[src/rtl/cpu_interrupt_sequencer.sv]
// ============================================================================
// cpu_interrupt_sequencer: 2A03 reset/NMI/IRQ/BRK front-end.
// Runs the 7-cycle push/vector sequence. Optional macro: VECTORED_IRQ_EN.
// Revision: 1.0
// ============================================================================
`default_nettype none

module cpu_interrupt_sequencer #(
  parameter int          NUM_IRQ      = 2,
  parameter logic [15:0] NMI_VECTOR   = 16'hFFFA,
  parameter logic [15:0] RESET_VECTOR = 16'hFFFC,
  parameter logic [15:0] IRQ_VECTOR   = 16'hFFFE,
  parameter logic [7:0]  STACK_PAGE   = 8'h01
) (
  input  logic               clock,
  input  logic               nreset,
  input  logic               nnmi,
  input  logic [NUM_IRQ-1:0] nirq_src,
  input  logic [NUM_IRQ-1:0] irq_mask,
  input  logic               flag_i,
  input  logic               instr_boundary,
  input  logic               brk_req,
  input  logic [15:0]        pc_in,
  input  logic [7:0]         flags_in,
  input  logic [7:0]         sp_in,
  input  logic [7:0]         data_in,
  output logic               busy,
  output logic [15:0]        bus_addr,
  output logic [7:0]         bus_data_out,
  output logic               bus_rw,
  output logic               sp_load,
  output logic [7:0]         sp_out,
  output logic               pc_load,
  output logic [15:0]        pc_out,
  output logic [NUM_IRQ-1:0] irq_pending
);

  localparam logic [3:0] c_st_idle     = 4'd0;
  localparam logic [3:0] c_st_s0       = 4'd1;
  localparam logic [3:0] c_st_s1       = 4'd2;
  localparam logic [3:0] c_st_s2       = 4'd3;
  localparam logic [3:0] c_st_s3       = 4'd4;
  localparam logic [3:0] c_st_s4       = 4'd5;
  localparam logic [3:0] c_st_s5       = 4'd6;
  localparam logic [3:0] c_st_s6       = 4'd7;
  localparam logic [3:0] c_st_rst_hold = 4'd8;

  localparam logic [1:0] c_cause_reset = 2'd0;
  localparam logic [1:0] c_cause_nmi   = 2'd1;
  localparam logic [1:0] c_cause_irq   = 2'd2;
  localparam logic [1:0] c_cause_brk   = 2'd3;

  logic [3:0]         r_state;
  logic [1:0]         r_cause;
  logic [15:0]        r_ret_pc;
  logic [7:0]         r_flags;
  logic [7:0]         r_sp;
  logic               r_nnmi_prev;
  logic               r_nmi_latch;
  logic               r_nmi_rearm;
  logic [NUM_IRQ-1:0] r_irq_pending;
  logic [15:0]        r_vec;
  logic [7:0]         r_vec_lo;

  logic        w_nmi_edge;
  logic        w_irq_req;
  logic        w_accept;
  logic [1:0]  w_accept_cause;
  logic [15:0] w_irq_vec;
  logic [15:0] w_vector;
  logic        w_vec_is_nmi;
  logic        w_in_push;
  logic [7:0]  w_pushed_p;

  assign w_nmi_edge  = r_nnmi_prev & ~nnmi;
  assign w_irq_req   = (|r_irq_pending) & ~flag_i;
  assign w_accept    = instr_boundary & (r_nmi_latch | w_irq_req | brk_req);
  assign w_in_push   = (r_state == c_st_s2) || (r_state == c_st_s3) || (r_state == c_st_s4);
  assign w_pushed_p  = r_flags | 8'h20 | {3'b000, (r_cause == c_cause_brk), 4'b0000};
  assign irq_pending = r_irq_pending;

  always_comb begin
    w_accept_cause = c_cause_brk;
    if (r_nmi_latch)    w_accept_cause = c_cause_nmi;
    else if (w_irq_req) w_accept_cause = c_cause_irq;
  end

`ifdef VECTORED_IRQ_EN
  logic [2:0] r_irq_idx;
  logic [2:0] w_irq_idx;

  // Lowest-index pending source wins
  always_comb begin
    w_irq_idx = 3'd0;
    for (int i = NUM_IRQ - 1; i >= 0; i--) begin
      if (r_irq_pending[i]) w_irq_idx = 3'(i);
    end
  end

  always_ff @(posedge clock) begin
    if (nreset)
      r_irq_idx <= 3'd0;
    else if (r_state == c_st_idle && w_accept)
      r_irq_idx <= w_irq_idx;
  end

  // Sources above 0 step down past the NMI and reset vector slots
  assign w_irq_vec = IRQ_VECTOR - {12'd0, r_irq_idx, 1'b0}
                     - ((r_irq_idx != 3'd0) ? 16'd4 : 16'd0);
`else
  assign w_irq_vec = IRQ_VECTOR;
`endif

  always_comb begin
    w_vector     = NMI_VECTOR;
    w_vec_is_nmi = 1'b1;
    case (r_cause)
      c_cause_reset: begin
        w_vector     = RESET_VECTOR;
        w_vec_is_nmi = 1'b0;
      end
      c_cause_nmi: ;
      default: begin
        // A pending NMI hijacks an IRQ/BRK sequence up to the vector fetch
        if (!r_nmi_latch) begin
          w_vector     = (r_cause == c_cause_brk) ? IRQ_VECTOR : w_irq_vec;
          w_vec_is_nmi = 1'b0;
        end
      end
    endcase
  end

  always_ff @(posedge clock) begin
    if (nreset) begin
      r_state       <= c_st_rst_hold;
      r_cause       <= c_cause_reset;
      r_ret_pc      <= 16'h0000;
      r_flags       <= 8'h00;
      r_sp          <= 8'h00;
      r_nnmi_prev   <= 1'b1;
      r_nmi_latch   <= 1'b0;
      r_nmi_rearm   <= 1'b0;
      r_irq_pending <= '0;
      r_vec         <= 16'h0000;
      r_vec_lo      <= 8'h00;
    end else begin
      r_nnmi_prev   <= nnmi;
      r_irq_pending <= ~nirq_src & irq_mask;

      // A second edge during an NMI sequence must survive the S5 clear
      if (r_state == c_st_s5 && w_vec_is_nmi) begin
        r_nmi_latch <= w_nmi_edge | r_nmi_rearm;
        r_nmi_rearm <= 1'b0;
      end else begin
        if (w_nmi_edge) r_nmi_latch <= 1'b1;
        if (r_state == c_st_idle)
          r_nmi_rearm <= 1'b0;
        else if (w_nmi_edge && r_nmi_latch && r_state != c_st_s6)
          r_nmi_rearm <= 1'b1;
      end

      case (r_state)
        c_st_rst_hold: begin
          r_state <= c_st_s0;
          r_cause <= c_cause_reset;
        end
        c_st_idle: begin
          if (w_accept) begin
            r_state  <= c_st_s0;
            r_cause  <= w_accept_cause;
            r_ret_pc <= (w_accept_cause == c_cause_brk) ? pc_in + 16'd2 : pc_in;
            r_flags  <= flags_in & 8'hCF;
            r_sp     <= sp_in;
          end
        end
        c_st_s0, c_st_s1: r_state <= r_state + 4'd1;
        c_st_s2, c_st_s3, c_st_s4: begin
          r_sp    <= r_sp - 8'd1;
          r_state <= r_state + 4'd1;
        end
        c_st_s5: begin
          r_vec    <= w_vector;
          r_vec_lo <= data_in;
          r_state  <= c_st_s6;
        end
        default: r_state <= c_st_idle;
      endcase
    end
  end

  always_comb begin
    busy         = 1'b1;
    bus_addr     = 16'h0000;
    bus_data_out = 8'h00;
    bus_rw       = 1'b1;
    sp_load      = 1'b0;
    sp_out       = r_sp;
    pc_load      = 1'b0;
    pc_out       = 16'h0000;
    if (w_in_push) begin
      bus_addr = {STACK_PAGE, r_sp};
      sp_load  = 1'b1;
      sp_out   = r_sp - 8'd1;
      // Reset walks the stack pointer but never writes
      bus_rw   = (r_cause == c_cause_reset);
    end
    case (r_state)
      c_st_rst_hold: ;
      c_st_s0, c_st_s1: bus_addr = r_ret_pc;
      c_st_s2: if (!bus_rw) bus_data_out = r_ret_pc[15:8];
      c_st_s3: if (!bus_rw) bus_data_out = r_ret_pc[7:0];
      c_st_s4: if (!bus_rw) bus_data_out = w_pushed_p;
      c_st_s5: bus_addr = w_vector;
      c_st_s6: begin
        bus_addr = r_vec + 16'd1;
        pc_load  = 1'b1;
        pc_out   = {data_in, r_vec_lo};
      end
      default: busy = 1'b0;
    endcase
  end

endmodule

`default_nettype wire

[config.mk]
export PLATFORM = sky130hd
export DESIGN_NAME = cpu_interrupt_sequencer
export DESIGN_NICKNAME = d
export VERILOG_FILES = /design/src/rtl/cpu_interrupt_sequencer.sv
export SDC_FILE = /design/constraint.sdc
export NUM_CORES = 1
export LEC_CHECK = 0
export ABC_AREA = 1
export CORE_MARGIN = 3
export CORE_UTILIZATION = 52
export DETAILED_ROUTE_END_ITERATION = 6
export PLACE_DENSITY_LB_ADDON = 0.15
export SLEW_MARGIN = 20
export SYNTH_ARGS = -nofsm -noshare
export SYNTH_HDL_FRONTEND = slang
export SYNTH_SLANG_ARGS = --single-unit
[constraint.sdc]
create_clock -name clock -period 5 [get_ports clock]
set_clock_uncertainty 0.2 [all_clocks]
set_input_delay 1 -clock clock [delete_from_list [all_inputs] [get_ports clock]]
set_output_delay 1 -clock clock [all_outputs]
set_load 0.02 [all_outputs]
# Yosys cells after proc, flatten, opt, wreduce, memory -nomap -nowiden
# Cells that the tools add are included.
[totals] inputBits=50 reg_bits=65 wordCells=85 out_inout_bits=54
[classes] n_reduce_logical=19 mux=27 bitwise=11 n_addsub=4 n_eq_ne=13
[op_table] operator="$pmux W16 S3" count=1
[op_table] operator="$mux W8" count=5
[op_table] operator="$mux W16" count=2
[op_table] operator="$pmux W8 S3" count=1
[op_table] operator="$add A16 B1 Y16 const B" count=1
[op_table] operator="$add A16 B2 Y16 const B" count=1
[op_table] operator="$eq A4 B3 Y1 const B" count=4
[op_table] operator="$pmux W4 S4" count=1
[op_table] operator="$pmux W8 S2" count=1
[op_table] operator="$mux W9" count=1
[op_table] operator="$eq A4 B2 Y1 const B" count=2
[op_table] operator="$mux W1" count=8
[op_table] operator="$or A8 B5 Y8" count=1
[op_table] operator="$reduce_or A8 Y1" count=1
[op_table] operator="$sub A8 B1 Y8 const B" count=1
[op_table] operator="$pmux W3 S2" count=1
[op_table] operator="$reduce_and A2 Y1" count=3
[op_table] operator="$reduce_bool A2 Y1" count=3
[op_table] operator="$reduce_or A3 Y1" count=2
[op_table] operator="$reduce_or A5 Y1" count=1
[op_table] operator="$add A4 B1 Y4 const B" count=1
[op_table] operator="$eq A2 B2 Y1 const B" count=2
[op_table] operator="$eq A4 B1 Y1 const B" count=1
[op_table] operator="$eq A4 B4 Y1 const B" count=1
[op_table] operator="other kinds (18)" count=28

# Logic depth before layout (Yosys ltp)
[logic_depth] depth_word=7 depth_mapped=10 mapped_depth_nobuf=10

# Worst setup path after synthesis
# Ideal clock, no wire load.
[synth_timing] path_kind="reg-to-output" from="register r_state[0]" to="output pc_out[10]" slack_ps=2086 t_arrival_ps=1714 path_buffers=2 t_required_ps=3800 stages_incl_launch_ff=8 cell_sequence="dfxtp_1 ha_1 nand2_1 nor2_1 inv_1 buf_2 buf_2 nor2_1"
[synth_via] elab_chain_len=2
[synth_lines] item="from (decl)" line="53" source="logic [3:0] r_state;"
[synth_lines] item="from (signal assigned)" line="135" source="r_state <= c_st_rst_hold;"
[synth_lines] item="from (signal assigned)" line="164" source="r_state <= c_st_s0;"
[synth_lines] item="from (signal assigned)" line="169" source="r_state <= c_st_s0;"
[synth_lines] item="$eq A4 B3 Y1" line="207" source="case (r_state)"
[synth_lines] item="$mux W16" line="207"
[synth_lines] item="to (decl)" line="34" source="output logic [15:0] pc_out,"
# Every way passes these cells.

# Worst setup path after layout
[layout_timing] from="register r_state[0]" to="output bus_addr[9]"
[layout_via] elab_chain_len=3 elab_cells_between_ends=6 cone_classes="eq/ne: 4; mux: 1; reduce/logical: 1"
[layout_lines] item="$eq A4 B1 Y1 or $eq A4 B2 Y1 (tied branches)" line="207"
[layout_lines] item="$reduce_or A2 Y1" line="207"
[layout_lines] item="$pmux W16 S3 (*)" line="207"
[layout_lines] item="to (decl)" line="28" source="output logic [15:0] bus_addr,"
# Mark *: on every way between the ends. The rest lies on a longest branch, timed or not.

==> metrics <==
Fillers 572; IO Pins 104; final core occ between 70 and 80%; first-pass GRT wire length 15,570 um; combinational fraction of design power 33.0%; Core Region 6386 sq um; sequential area share after synthesis 30.05%; Clk Latency, worst-skew pair 300 ps; share of the synthesized area in the top cell type 30.05%; H-tree Lvls 2; Die Ht 87.63 um; Syn. warnings 0; Net Switching around 380 uW; total routing usage reported by global routing 24.95%; initial antenna violation count 0; Final Setup Violations 0; layout cell share with drive strength beyond 1 5.828%; pin count of the biggest net entering global routing 39; Clock power frac 22.9%; # rows 29; CTS Buf Count 5; MaxCap Viol Count 0; Critical Path Sink Type output port; Hold WS 260.6 ps; outcome completed; vias in the first global route about 3,400; fin worst setup slack ~560 ps; Hold Fails Final Rpt 0; CP required 3800 ps; total negative slack 0 ps; CTS tree done; top fanout value on the critical path 25; fin. max-slew vios 0; pin slew with the least headroom to its limit ~1100 ps; total number of vias 3,810; routability-driven placement congestion ratio 0.9441; Yosys cell types 34; sequential share of power 44.1%; diodes inserted 0; clock buffer depth 2; drt drc 0; hold bufs inserted after CTS 0; main area contributors after synthesis dfxtp_1 (30%), nand2_1 (18%), inv_1 (8.0%), nor2_1 (7.8%), nand3_1 (6.4%); vias per cell 5.226; clk sinks 52; PortBufs 101; HP Class flip-flop to flip-flop; DR WL/cell 13.23 um; Final period util 88.84%; CP Class flip-flop to output port; Static Leak 0.002028 uW; NumNets Final 708; total power per unit cell area ~230 nW/um^2; Synth area leader dfxtp_1; TritonRoute pass-1 iters 5; Sw Share between 30 and 40%; Post-CTS Setup Inserts 0; Synth Cell Area approximately 3500 sq um; CTS Root Cell clkbuf_8; Area Overhead vs Synth 31.02%; Synthesized Nets between 600 and 700; post-DP HPWL 7307 um; Internal 685.2 uW; Post-Route WL around 9600 um; Setup Slack @ Placement 994.2 ps; clk slew on worst S/H paths 100 ps; syn avg cell area ~6.2 sq um; fin crit period 4442 ps; headroom to the max-slew limit 29.69%; initial DRC count roughly 250; die width between 80 and 90 um; unrepaired setup endpoints after global routing no; Max VDD drop 0.2023 mV; die area around 7700 sq um; data arrival time of the critical path 3240 ps; overflow left after global routing 0; cell count after synthesis 561; PostCTS Resize Cnt 0; Seq cells post-synth 52; Startpoint Class flip-flop; Initial Utilization 54.25%; antenna-violating nets left 0; Max Clk Rate 0.2251 GHz
[flip-flops by register name (all words and copies together) (netlist names)]
register and count:
r_vec 3, r_flags 6, r_nmi_rearm 1, r_ret_pc 16, r_nnmi_prev 1, r_sp 8
r_cause 2, r_nmi_latch 1, r_vec_lo 8, r_state 4, irq_pending 2
[metal layers]
metal,share of wire (%),wire (um),up-vias,global-route usage [%]
li1,-,-,1960,-
met1,44,4287,1701,33.14
met2,48,4666,135,42.74
met3,5.8,562,14,3.481
met4,1.3,129,0,5.997
met5,0,0,-,0
[layout by cell type, fill, tap and decap left out, drive strengths merged]
| master | synthesis | routed |
|---|---|---|
| nand2 | 169 | 169 |
| clkdlybuf4s50 | 0 | 101 |
| inv | 81 | 81 |
| nor2 | 77 | 77 |
| dfxtp | 52 | 52 |
| nand3 | 46 | 46 |
| o21ai | 39 | 39 |
| a21oi | 38 | 38 |
| o211ai | 8 | 8 |
| nand4 | 7 | 7 |
| ha | 7 | 7 |
| a31oi | 6 | 6 |
| clkbuf | 7 | 6 |
| o21bai | 3 | 3 |
| xor2 | 2 | 2 |
| nand3b | 2 | 2 |
| nor3 | 2 | 2 |
| o22ai | 1 | 1 |
| o21a | 1 | 1 |
| a21boi | 1 | 1 |
| clkinvlp | 0 | 1 |
| clkinv | 0 | 1 |
| buf | 12 | 1 |
[logic make-up (layout without fill, tap and decap cells)]
| logic type | count (synthesis) | after routing | synth area share (%) |
|---|---|---|---|
| buffers and inverters | 100 | 191 | 12.57 |
| AO/OA/AOI/OAI | 97 | 97 | 16.40 |
| adder cells (fa/ha/maj) | 7 | 7 | 2.528 |
| flip-flops | 52 | 52 | 30.05 |
| AND/OR/NAND/NOR | 303 | 303 | 37.96 |
| XOR/XNOR | 2 | 2 | 0.5057 |
[synthesized netlist by cell type]
cell type,instances
a21boi_0,1
a21oi_1,32
a21oi_2,6
a31oi_1,6
buf_2,4
buf_4,2
buf_6,6
clkbuf_1,7
dfxtp_1,52
ha_1,7
inv_1,74
inv_2,6
inv_4,1
nand2_1,162
nand2_2,4
nand2_4,3
nand3_1,44
nand3_2,2
nand3b_1,2
nand4_1,7
nor2_1,72
nor2_2,1
nor2_4,2
nor2_8,2
nor3_1,2
o211ai_1,8
o21a_1,1
o21ai_0,34
o21ai_1,2
o21ai_2,2
o21ai_4,1
o21bai_1,3
o22ai_1,1
xor2_1,2
[power groups by stage]
stage          Sequential (uW)  Clock (uW)  Combinational [uW]
2_1_floorplan              472           0                 237
3_3_place_gp               477           0                 341
3_5_place_dp               479           0                 348
4_1_cts                    469         244                 350
5_1_grt                    473         261                 393
6_report                   470         244                 352
[through the flow]
| step | std cells | power [uW] | instance area (sq um) |
|---|---|---|---|
| global route | 729 | 1128 | 4539 |
| global placement | 721 | 817.6 | 4451 |
| floorplan | 561 | 709.6 | 3465 |
| finish | 729 | 1066 | 4539 |
| CTS | 729 | 1063 | 4539 |
| detailed placement | 721 | 826.8 | 4451 |
[path summary, 6_finish.rpt]
kind                                  start      endpoint  slack [ps]  cells after the start
worst min-delay path            r_vec_lo[4]   r_vec_lo[4]         260                      2
worst max-delay path             r_state[0]   bus_addr[9]         560                      7
worst max register to register   r_state[0]  r_ret_pc[12]        2200                      9
worst min register to register  r_vec_lo[4]   r_vec_lo[4]         260                      2
[layout make-up]
cell class	instances	area [sq um]	area share, %
flip-flops and latches	52	1041	22.93
multi-input cells	409	1988	43.80
inverters	81	306.5	6.753
repair buffers	102	1018	22.44
clock inverters	2	16.27	0.3583
well taps	77	96.34	2.122
clock buffers	6	72.57	1.599
[critical path, stage by stage (launching register included)]
cell and delay, ps:
dfxtp_1 430, inv_1 110, ha_1 290, nand2_4 240
inv_1 130, a21oi_1 820, o21ai_0 300, clkdlybuf4s50_1 620
Note: power is estimated with default switching activity, not from simulation.
